$ cat src/rtl/core_quant_pkg.sv
// Shared definitions for the multi-lane requantiser: rounding-mode encodings
// and the intermediate product width helper.
package core_quant_pkg;

  localparam logic [1:0] RND_TRUNC     = 2'd0;
  localparam logic [1:0] RND_HALF_UP   = 2'd1;
  localparam logic [1:0] RND_HALF_EVEN = 2'd2;

  function automatic int unsigned temp_bit(input int unsigned idata_width,
                                           input int unsigned scale_width);
    return idata_width + scale_width;
  endfunction

endpackage

$ cat src/rtl/core_quant_lane.sv
// One requantiser lane: scale multiply, retime, bias + round bits, shift + round,
// saturate. Each stage register loads only when the pipe advances and its upstream beat is valid.
module core_quant_lane
  import core_quant_pkg::*;
#(
  parameter int unsigned IDATA_WIDTH       = 25,
  parameter int unsigned ODATA_BIT         = 8,
  parameter int unsigned CDATA_SCALE_WIDTH = 10,
  parameter int unsigned CDATA_BIAS_WIDTH  = 16,
  parameter int unsigned CDATA_SHIFT_WIDTH = 5,
  parameter int unsigned MUL_RETIME        = 3
) (
  input  logic                         clk,
  input  logic                         rstn,
  input  logic                         en,
  input  logic [MUL_RETIME+3:0]        up_vld,
  input  logic [CDATA_SCALE_WIDTH-1:0] scale,
  input  logic [CDATA_BIAS_WIDTH-1:0]  bias,
  input  logic [CDATA_SHIFT_WIDTH-1:0] shift,
  input  logic [1:0]                   round_mode,
  input  logic                         out_unsigned,
  input  logic [IDATA_WIDTH-1:0]       idata,
  output logic [ODATA_BIT-1:0]         odata,
  output logic                         odata_sat
);

  localparam int unsigned TB       = temp_bit(IDATA_WIDTH, CDATA_SCALE_WIDTH);
  localparam int unsigned BW       = TB + 1;
  localparam int unsigned ST_BIAS  = MUL_RETIME + 1;
  localparam int unsigned ST_SHIFT = MUL_RETIME + 2;
  localparam int unsigned ST_SAT   = MUL_RETIME + 3;

  localparam int SMAX_I = (1 << (ODATA_BIT - 1)) - 1;
  localparam int SMIN_I = -SMAX_I - 1;
  localparam int UMAX_I = (1 << ODATA_BIT) - 1;
  localparam logic signed [BW-1:0] SMAX = BW'(SMAX_I);
  localparam logic signed [BW-1:0] SMIN = BW'(SMIN_I);
  localparam logic signed [BW-1:0] UMAX = BW'(UMAX_I);
  localparam logic [CDATA_SHIFT_WIDTH-1:0] SH_ONE = CDATA_SHIFT_WIDTH'(1);

  logic [MUL_RETIME+3:0] ld;
  assign ld = up_vld & {(MUL_RETIME + 4){en}};

  // Scale is unsigned, so it is zero-extended before the signed multiply
  logic signed [TB-1:0] prod_c;
  assign prod_c = $signed(TB'($signed(idata))) * $signed(TB'(scale));

  logic signed [TB-1:0] mp_q [MUL_RETIME+1];
  logic signed [TB-1:0] mp_d [MUL_RETIME+1];

  assign mp_d[0] = ld[0] ? prod_c : mp_q[0];
  for (genvar j = 1; j <= MUL_RETIME; j++) begin : g_rt
    assign mp_d[j] = ld[j] ? mp_q[j-1] : mp_q[j];
  end

  // Bias add, round bit b[shift-1] and sticky OR of b[shift-2:0]
  logic signed [BW-1:0] b_c, b_d, b_q;
  logic [BW-1:0]        rbit_c;
  logic                 r_c, r_d, r_q, st_c, st_d, st_q;

  assign b_c    = BW'(mp_q[MUL_RETIME]) + BW'($signed(bias));
  assign rbit_c = BW'(1) << (shift - SH_ONE);
  assign r_c    = (shift != '0) && (|(b_c & rbit_c));
  assign st_c   = (shift != '0) && (|(b_c & (rbit_c - BW'(1))));

  always_comb begin
    b_d  = b_q;
    r_d  = r_q;
    st_d = st_q;
    if (ld[ST_BIAS]) begin
      b_d  = b_c;
      r_d  = r_c;
      st_d = st_c;
    end
  end

  logic signed [BW-1:0] sh_c, s_c, s_d, s_q;
  logic                 inc_c;

  assign sh_c = b_q >>> shift;

  always_comb begin
    inc_c = 1'b0;
    case (round_mode)
      RND_HALF_UP:   inc_c = r_q;
      RND_HALF_EVEN: inc_c = r_q & (st_q | sh_c[0]);
      default:       inc_c = 1'b0;
    endcase
  end

  assign s_c = sh_c + BW'(inc_c);
  assign s_d = ld[ST_SHIFT] ? s_c : s_q;

  logic [ODATA_BIT-1:0] od_d, od_q;
  logic                 sat_d, sat_q;

  always_comb begin
    od_d  = od_q;
    sat_d = sat_q;
    if (ld[ST_SAT]) begin
      od_d  = ODATA_BIT'(s_q);
      sat_d = 1'b0;
      if (out_unsigned) begin
        if (s_q < 0) begin
          od_d  = '0;
          sat_d = 1'b1;
        end else if (s_q > UMAX) begin
          od_d  = ODATA_BIT'(UMAX_I);
          sat_d = 1'b1;
        end
      end else begin
        if (s_q > SMAX) begin
          od_d  = ODATA_BIT'(SMAX_I);
          sat_d = 1'b1;
        end else if (s_q < SMIN) begin
          od_d  = ODATA_BIT'(SMIN_I);
          sat_d = 1'b1;
        end
      end
    end
  end

  always_ff @(posedge clk or negedge rstn) begin
    if (!rstn) begin
      mp_q  <= '{default: '0};
      b_q   <= '0;
      r_q   <= 1'b0;
      st_q  <= 1'b0;
      s_q   <= '0;
      od_q  <= '0;
      sat_q <= 1'b0;
    end else begin
      mp_q  <= mp_d;
      b_q   <= b_d;
      r_q   <= r_d;
      st_q  <= st_d;
      s_q   <= s_d;
      od_q  <= od_d;
      sat_q <= sat_d;
    end
  end

  assign odata     = od_q;
  assign odata_sat = sat_q;

endmodule

$ cat src/rtl/core_quant_mc.sv
// Multi-lane requantiser top: LANES datapath lanes sharing one valid chain,
// a global stall enable, busy flag and a sticky saturation event counter.
module core_quant_mc
  import core_quant_pkg::*;
#(
  parameter int unsigned LANES             = 4,
  parameter int unsigned IDATA_WIDTH       = 25,
  parameter int unsigned ODATA_BIT         = 8,
  parameter int unsigned CDATA_SCALE_WIDTH = 10,
  parameter int unsigned CDATA_BIAS_WIDTH  = 16,
  parameter int unsigned CDATA_SHIFT_WIDTH = 5,
  parameter int unsigned MUL_RETIME        = 3,
  parameter int unsigned SAT_CNT_WIDTH     = 16
) (
  input  logic                                 clk,
  input  logic                                 rstn,
  input  logic [LANES*CDATA_SCALE_WIDTH-1:0]   cfg_quant_scale,
  input  logic [LANES*CDATA_BIAS_WIDTH-1:0]    cfg_quant_bias,
  input  logic [LANES*CDATA_SHIFT_WIDTH-1:0]   cfg_quant_shift,
  input  logic [1:0]                           cfg_round_mode,
  input  logic                                 cfg_out_unsigned,
  input  logic                                 cfg_sat_clr,
  input  logic [LANES*IDATA_WIDTH-1:0]         idata,
  input  logic                                 idata_valid,
  output logic                                 idata_ready,
  output logic [LANES*ODATA_BIT-1:0]           odata,
  output logic                                 odata_valid,
  input  logic                                 odata_ready,
  output logic [LANES-1:0]                     odata_sat,
  output logic [SAT_CNT_WIDTH-1:0]             sat_cnt,
  output logic                                 busy
);

  localparam int unsigned NSTG = MUL_RETIME + 4;

  logic [NSTG-1:0] vld_q, vld_d, up_vld_c;
  logic            en_c;

  // Whole pipe advances whenever the output slot is empty or being drained
  assign en_c     = ~vld_q[NSTG-1] | odata_ready;
  assign up_vld_c = {vld_q[NSTG-2:0], idata_valid};

  always_comb begin
    vld_d = vld_q;
    if (en_c) vld_d = up_vld_c;
  end

  logic                     busy_d, busy_q;
  logic [SAT_CNT_WIDTH-1:0] sat_cnt_d, sat_cnt_q;

  assign busy_d = |vld_d;

  always_comb begin
    sat_cnt_d = sat_cnt_q;
    if (cfg_sat_clr)
      sat_cnt_d = '0;
    else if (vld_q[NSTG-1] && odata_ready && (|odata_sat) && (sat_cnt_q != '1))
      sat_cnt_d = sat_cnt_q + SAT_CNT_WIDTH'(1);
  end

  always_ff @(posedge clk or negedge rstn) begin
    if (!rstn) begin
      vld_q     <= '0;
      busy_q    <= 1'b0;
      sat_cnt_q <= '0;
    end else begin
      vld_q     <= vld_d;
      busy_q    <= busy_d;
      sat_cnt_q <= sat_cnt_d;
    end
  end

  for (genvar i = 0; i < LANES; i++) begin : g_lane
    core_quant_lane #(
      .IDATA_WIDTH      (IDATA_WIDTH),
      .ODATA_BIT        (ODATA_BIT),
      .CDATA_SCALE_WIDTH(CDATA_SCALE_WIDTH),
      .CDATA_BIAS_WIDTH (CDATA_BIAS_WIDTH),
      .CDATA_SHIFT_WIDTH(CDATA_SHIFT_WIDTH),
      .MUL_RETIME       (MUL_RETIME)
    ) u_lane (
      .clk         (clk),
      .rstn        (rstn),
      .en          (en_c),
      .up_vld      (up_vld_c),
      .scale       (cfg_quant_scale[i*CDATA_SCALE_WIDTH +: CDATA_SCALE_WIDTH]),
      .bias        (cfg_quant_bias[i*CDATA_BIAS_WIDTH +: CDATA_BIAS_WIDTH]),
      .shift       (cfg_quant_shift[i*CDATA_SHIFT_WIDTH +: CDATA_SHIFT_WIDTH]),
      .round_mode  (cfg_round_mode),
      .out_unsigned(cfg_out_unsigned),
      .idata       (idata[i*IDATA_WIDTH +: IDATA_WIDTH]),
      .odata       (odata[i*ODATA_BIT +: ODATA_BIT]),
      .odata_sat   (odata_sat[i])
    );
  end

  assign idata_ready = en_c;
  assign odata_valid = vld_q[NSTG-1];
  assign busy        = busy_q;
  assign sat_cnt     = sat_cnt_q;

endmodule

$ cat config.mk
export PLATFORM = sky130hd
export DESIGN_NAME = core_quant_mc
export DESIGN_NICKNAME = d
export VERILOG_FILES = /design/src/rtl/core_quant_pkg.sv /design/src/rtl/core_quant_lane.sv /design/src/rtl/core_quant_mc.sv
export SDC_FILE = /design/constraint.sdc
export NUM_CORES = 2
export LEC_CHECK = 0
export CORE_ASPECT_RATIO = 0.8
export CORE_UTILIZATION = 60
export DETAILED_ROUTE_END_ITERATION = 10
export PLACE_DENSITY = 0.84
export REMOVE_ABC_BUFFERS = 1
export SLEW_MARGIN = 0
export SYNTH_ARGS = -nofsm -noshare
export SYNTH_HDL_FRONTEND = slang
export SYNTH_HIERARCHICAL = 1
export SYNTH_SLANG_ARGS = --single-unit
$ cat constraint.sdc
create_clock -name clk -period 6.8 [get_ports clk]
set_input_delay 2.04 -clock clk [delete_from_list [all_inputs] [get_ports clk]]
set_output_delay 2.04 -clock clk [all_outputs]
set_load 0.05 [all_outputs]
; ---- Yosys cells after proc, flatten, opt, wreduce, memory -nomap -nowiden
; Cells that the tools add are included.
; W data, S select, Z words.
[word_totals]
register_bits = 916
in_bits = 232
output_inout_bits = 55
wordCells = 183
[classes]
addsub = 17
mul = 4
order_cmp = 16
n_eq_ne = 3
shift = 8
n_mux = 47
bitwise_logic = 19
n_reduce_logical = 26
[ops]
columns = op, count
row1 = $and A36 B36 Y36, 8
row2 = $reduce_or A36 Y1, 8
row3 = $mux W8, 20
row4 = $add A35 B16 Y36, 4
row5 = $add A36 B1 Y36, 4
row6 = $gt A36 B8 Y1 const B, 4
row7 = $gt A36 B9 Y1 const B, 4
row8 = $lt A36 B1 Y1 const B, 4
row9 = $lt A36 B8 Y1 const B, 4
row10 = $shl A1 B5 Y36 const A, 4
row11 = $sshr A36 B5 Y36, 4
row12 = $sub A36 B1 Y36 const B, 4
row13 = $mul A25 B11 Y35, 4
row14 = $mux W16, 2
row15 = $mux W1, 20
row16 = $reduce_bool A5 Y1, 4
row17 = $sub A5 B1 Y5 const B, 4
row18 = $add A16 B1 Y16 const B, 1
row19 = $ne A16 B16 Y1 const B, 1
row20 = $logic_and A1 B1 Y1, 11
row21 = $pmux W1 S2, 4
row22 = $and A7 B7 Y7, 1
row23 = $mux W7, 1
row24 = $reduce_or A7 Y1, 1
row25 = 7 further kinds, 14

; ---- Logic depth before layout (Yosys ltp)
[depth]
word_depth = 6
depth_mapped = 26
mapped_depth_nobuf = 23

; ---- Modules after synthesis
; Netlist, hierarchy kept.
[by_module_without_submodules]
columns = module, instances, cells_each, area_per_inst_um2, seq_area_each_um2
row1 = core_quant_lane at g_lane[1].u_lane, 1, 2580, 24098.1, 5580.4
row2 = core_quant_lane at g_lane[2].u_lane, 1, 2609, 23946.7, 5580.4
row3 = core_quant_lane at g_lane[3].u_lane, 1, 2541, 23776.6, 5580.4
row4 = core_quant_lane at g_lane[0].u_lane, 1, 2577, 23749.0, 5580.4
row5 = core_quant_mc, 1, 128, 1292.5, 600.6

; ---- Worst setup path after synthesis
; No wires, ideal clock.
[synth_path]
kind = input port to flip-flop
startpoint = input port cfg_quant_scale[33]
endpoint = register g_lane[3].u_lane/mp_q[136] in the netlist's numbering
setup_time_ps = 134
t_arrival_ps = 7525
t_required_ps = 6666
slack_ps = -859
cell_stages = 23
path_buffers = 2
cell_sequence = clkbuf_1 clkbuf_1 nand2_1 fa_1 fa_1 inv_1 fa_1 fa_1 inv_1 fa_1 inv_1 ha_1 a21o_1 a211oi_1 o22ai_1 a211o_1 o31ai_1 o311a_1 nor3_1 a21o_1 a21oi_1 xor2_1 o21ai_0
[synth_between]
elab_chain_cells = 1
[synth_rtl]
columns = element, line_no
row1 = "start, declared", core_quant_mc.sv:17  ; input logic [LANES*CDATA_SCALE_WIDTH-1:0] cfg_quant_scale,
row2 = $mul A25 B11 Y35, core_quant_lane.sv:46  ; assign prod_c = $signed(TB'($signed(idata))) * $signed(TB'(scale));
row3 = "end signal, assigned", core_quant_lane.sv:133  ; mp_q <= mp_d;
row4 = "end, declared", core_quant_lane.sv:48  ; logic signed [TB-1:0] mp_q [MUL_RETIME+1];
; Every way passes these cells.
; A chain may end at the register's enable or synchronous reset.

; ---- Final worst setup path
[layout_path]
startpoint = input port cfg_quant_scale[12]
endpoint = register g_lane[1].u_lane/mp_q[137] in the netlist's numbering
[layout_between]
elab_chain_cells = 1
[layout_rtl]
columns = element, line_no
row1 = $mul A25 B11 Y35, core_quant_lane.sv:46
row2 = "end signal, assigned", core_quant_lane.sv:133
row3 = "end, declared", core_quant_lane.sv:48
; Every way passes these cells.

==> run summary <==
The run finished, with violations left. The final reports fail on design-rule violations, negative setup slack. After detailed routing, the number of remaining DRC violations is 28. No sink is reached through more buffers than the 3 on the longest clock path. On the final layout, the worst hold slack is 479 ps.

The sequential area share after synthesis is 23.7%. Measured in cells, the most critical reg-to-reg path has a length of 13. The final count of negative-setup-slack endpoints came out at 13. The global-route usage over all layers came out at 37.4%. The delay of the slowest cell on the worst path is 570 ps. The number of cell rows came out at 131.

The part of the cycle the worst path needs is 102%. The first global-routing pass estimated 481000 um of wire. The final net count came out at 12700. The fraction of registers with async set/reset came out at 100%. The cell area that synthesis handed to floorplanning was 96900 um2.

The initial antenna violation count was 42. IR analysis of the VDD net gives a maximum drop of 0.528 mV. The final-report hold violation count is 0. The global placer's final weighted congestion came out at 1.00.

The worst-case headroom to the max-slew limit came out at 4.15%. The area of the placeable core is 160000 um2. The fraction of power consumed by sequential logic came out at 18.5%. The arrival time of data at the critical path endpoint came out at 7560 ps. The number of max-cap violations is 0. The slowest stage of the critical path is the fa_1 cell.

The clock latency on the worst-skew pair is 770 ps. The width of the chip came out at 451 um. The count of state elements after synthesis is 916. Counting both buffers and inverters, the worst setup path holds a total of 6. The H-tree generated during clock tree synthesis spans 3 levels. The post-DP HPWL is 236000 um. The leftover overflow at the end of global routing came out at 0. The number of I/O port buffers is 286. The number of global-route vias before repair was 83800.

The leakage dissipation came out at 0.0517 uW. The max-slew violation count came to 0. The number of cells traversed by the worst hold path is 2. The endpoint with the worst hold slack is g_lane[0].u_lane/s_q[2]. Setup repair after global routing could not meet its margin everywhere. By count the netlist is led by nand2_1, inv_1, dfrtp_1, fa_1, o21ai_0. The worst register-to-register path begins at g_lane[2].u_lane/mp_q[0].

The worst setup path is of the in2reg kind. The average wire length per cell after detail routing is 23.7 um. For this block, the via count after detailed routing is 84800. Among all flip-flop cells after synthesis, the most frequent one is dfrtp_1.

TritonCTS built the clock tree. The number of warnings printed during yosys synthesis is 6. The total negative setup slack is -945 ps.

Among all cell types in the netlist, the one instantiated most often is nand2_1. The initial DRC count is 10200. The synthesized area divided by synthesized cell count came out at 9.28 um2. The number of buffers created by CTS came out at 98. The clock network fraction of total power came out at 9.5%. For this design the ratio of total power to cell area is 540 nW/um2. Of the total power, the share spent switching nets is 48.4%.

The pin count of the biggest net entering global routing is 136. The number of nets still failing antenna checks after routing is 0. Traced cell by cell, the critical path runs through clkdlybuf4s15_2, buf_12, nand2_1, fa_1, fa_1, inv_1, fa_2, fa_1, inv_1, fa_1, inv_2, ha_4, and3_4, a221o_1, nand2_2, o21a_1, o21ai_2, buf_4, a21o_1, o21ai_0, o21bai_1, xnor2_1, o21ai_0. The internal power is 31300 uW.

Summed over all nets, the switching power comes to 29300 uW. Setup slack on the critical path of the routed design comes to -130 ps. Counting every instance in the synthesized netlist gives 10400. The startpoint of the tightest hold check path is g_lane[0].u_lane/s_q[2]. The initial core utilization is 60.6%.

The startpoint type of the worst setup path is an input port. The tightest min-delay check is of the reg2reg type. Grouping stages by cell kind, the critical path spends the most delay in adder cells. In this design, the critical path's most frequently occurring cell is fa_1. The required arrival time at the worst endpoint is 7430 ps. The highest clock rate is 144 MHz. The clock transition at the registers of the reported paths came out at 60 ps. The top cell type's share of synthesized area is 23.7%. The share of cells above drive strength 1 is 20.8%. The final wirelength is 317000 um. The number of vias per cell came out at 6.34.

The detailed-routing iteration count for the pre-antenna-repair pass came out at 11. The number of clock sinks is 916. Along the worst path, the maximum fanout reaches 8. In the post-synthesis netlist, the biggest area contributors are dfrtp_1, fa_1, mux2_2.

The worst setup path is captured at a flop. The layout-stage area growth over the synthesis result came out at 15.8%. The cell taking the most area after synthesis is dfrtp_1. The worst register-to-register path ends at g_lane[2].u_lane/st_q. The shortest period the worst path allows came out at 6930 ps. The slack of the worst reg-to-reg path came out at 2310 ps. The cell sitting at the root of the clock tree is a clkbuf_16. The worst setup timing slack at the placement stage came out at -1550 ps. The part of the total power dissipated in combinational logic is 72.1%. In this run the number of cells on the critical path is 23. The vertical die dimension came out at 361 um. The floorplan step defined a die boundary enclosing 163000 um2. In this run, synthesis inferred 0 flip-flops with an integrated enable.

The slew at the pin with the worst max-slew slack is 1430 ps. The setup skew after layout is 84.3 ps. The number of ports placed on the die boundary came out at 287. The post-synthesis cell type count is 132.
-- through the flow --
stage | std cells | utilization (%) | cell area, um2 | total power (uW)
6_report | 13400 | 70.2 | 112000 | 60600
5_1_grt | 13400 | 70.2 | 112000 | 64200
4_1_cts | 13300 | 69.5 | 111000 | 56700
3_3_place_gp | 13100 | 66.4 | 106000 | 47300
3_5_place_dp | 13100 | 66.4 | 106000 | 49000
2_1_floorplan | 9823 | - | 94100 | 34000
-- what timing repair did --
item,CTS,global route
gates cloned,9,2
hold buffers,0,0
pin swaps,189,250
endpoints found under the setup margin,72,62
gates resized for setup,386,367
buffers inserted,57,34
-- routing by layer --
metal / track usage (%) / share of wire, % / up-vias
met1: 54.2 / 42 / 42200
met3: 8.64 / 11 / 883
li1: - / - / 37000
met4: 12.8 / 4.0 / 20
met5: 0 / 0.045 / -
met2: 55.3 / 43 / 4780
-- sequential cells by signal (all words and copies together) (netlist names) --
| register | count |
|---|---|
| g_lane.u_lane/mp_q | 560 |
| g_lane.u_lane/b_q | 144 |
| g_lane.u_lane/s_q | 144 |
| g_lane.u_lane/odata | 32 |
| sat_cnt | 16 |
| vld_q | 7 |
| g_lane.u_lane/odata_sat | 4 |
| g_lane.u_lane/r_q | 4 |
| g_lane.u_lane/st_q | 4 |
| busy | 1 |
-- worst register-to-register path, delay by kind of cell (launching register included) --
kind / cells / cell delay (ps)
AO/OA/AOI/OAI: 6 / 1520
adder cells (fa/ha/maj): 2 / 640
buffers and inverters: 1 / 60
flip-flops: 1 / 530
AND/OR/NAND/NOR: 4 / 1650
-- kinds of logic (layout without fill, tap and decap cells) --
group           after synthesis  count (layout)  share of synthesized area (%)
flops                       916             916                           23.7
simple gates               3194            3194                           16.2
xor+xnor                    376             376                           3.40
buf+inv                    1800            2579                           7.51
mux                         878             878                           12.4
fa+ha+maj                  1325            1325                           23.8
other cells                   0              27                              0
compound gates             1946            1946                           13.0
-- layout make-up --
class | count | area, um2
Clock inverter | 51 | 712
Tap cell | 2128 | 2660
Multi-Input combinational cell | 7719 | 68200
Timing Repair Buffer | 1210 | 10400
Clock buffer | 130 | 2750
Inverter | 1188 | 4470
Fill cell | 11400 | 47600
Sequential cell | 916 | 22900
Antenna cell | 27 | 67.6
-- placed cells by master (no fill, tap or decap), drive strengths merged, types with 116 or more instances in the layout --
| cell type | n |
|---|---|
| inv | 1190 |
| and2 | 552 |
| nand3 | 142 |
| nand2 | 1362 |
| mux2i | 116 |
| xnor2 | 216 |
| xor2 | 160 |
| nor2 | 452 |
| dfrtp | 916 |
| a21oi | 396 |
| clkdlybuf4s50 | 152 |
| mux4 | 192 |
| o21ai | 631 |
| mux2 | 570 |
| buf | 957 |
| ha | 465 |
| fa | 860 |
| clkbuf | 165 |
-- power groups by stage --
stage	sequential (uW)	combinational, uW	clock [uW]
floorplan	9750	24200	0
global placement	10800	36500	0
detailed placement	11000	37900	0
CTS	11000	40000	5790
global route	11300	46900	6010
finish	11200	43700	5750
-- how the worst max path moves through the flow --
| stage | startpoint | to | slack [ps] |
|---|---|---|---|
| global placement | cfg_quant_scale[7] | g_lane[0].u_lane/mp_q[139] | -1400 |
| CTS | idata[10] | g_lane[0].u_lane/mp_q[137] | 0.8 |
| finish | cfg_quant_scale[12] | g_lane[1].u_lane/mp_q[137] | -130 |
| detailed placement | idata[36] | g_lane[1].u_lane/mp_q[139] | -1550 |
| floorplan | idata[3] | g_lane[0].u_lane/mp_q[137] | -600 |
| global route | cfg_quant_scale[23] | g_lane[2].u_lane/mp_q[139] | -350 |
Note: power is estimated with default switching activity, not from simulation.
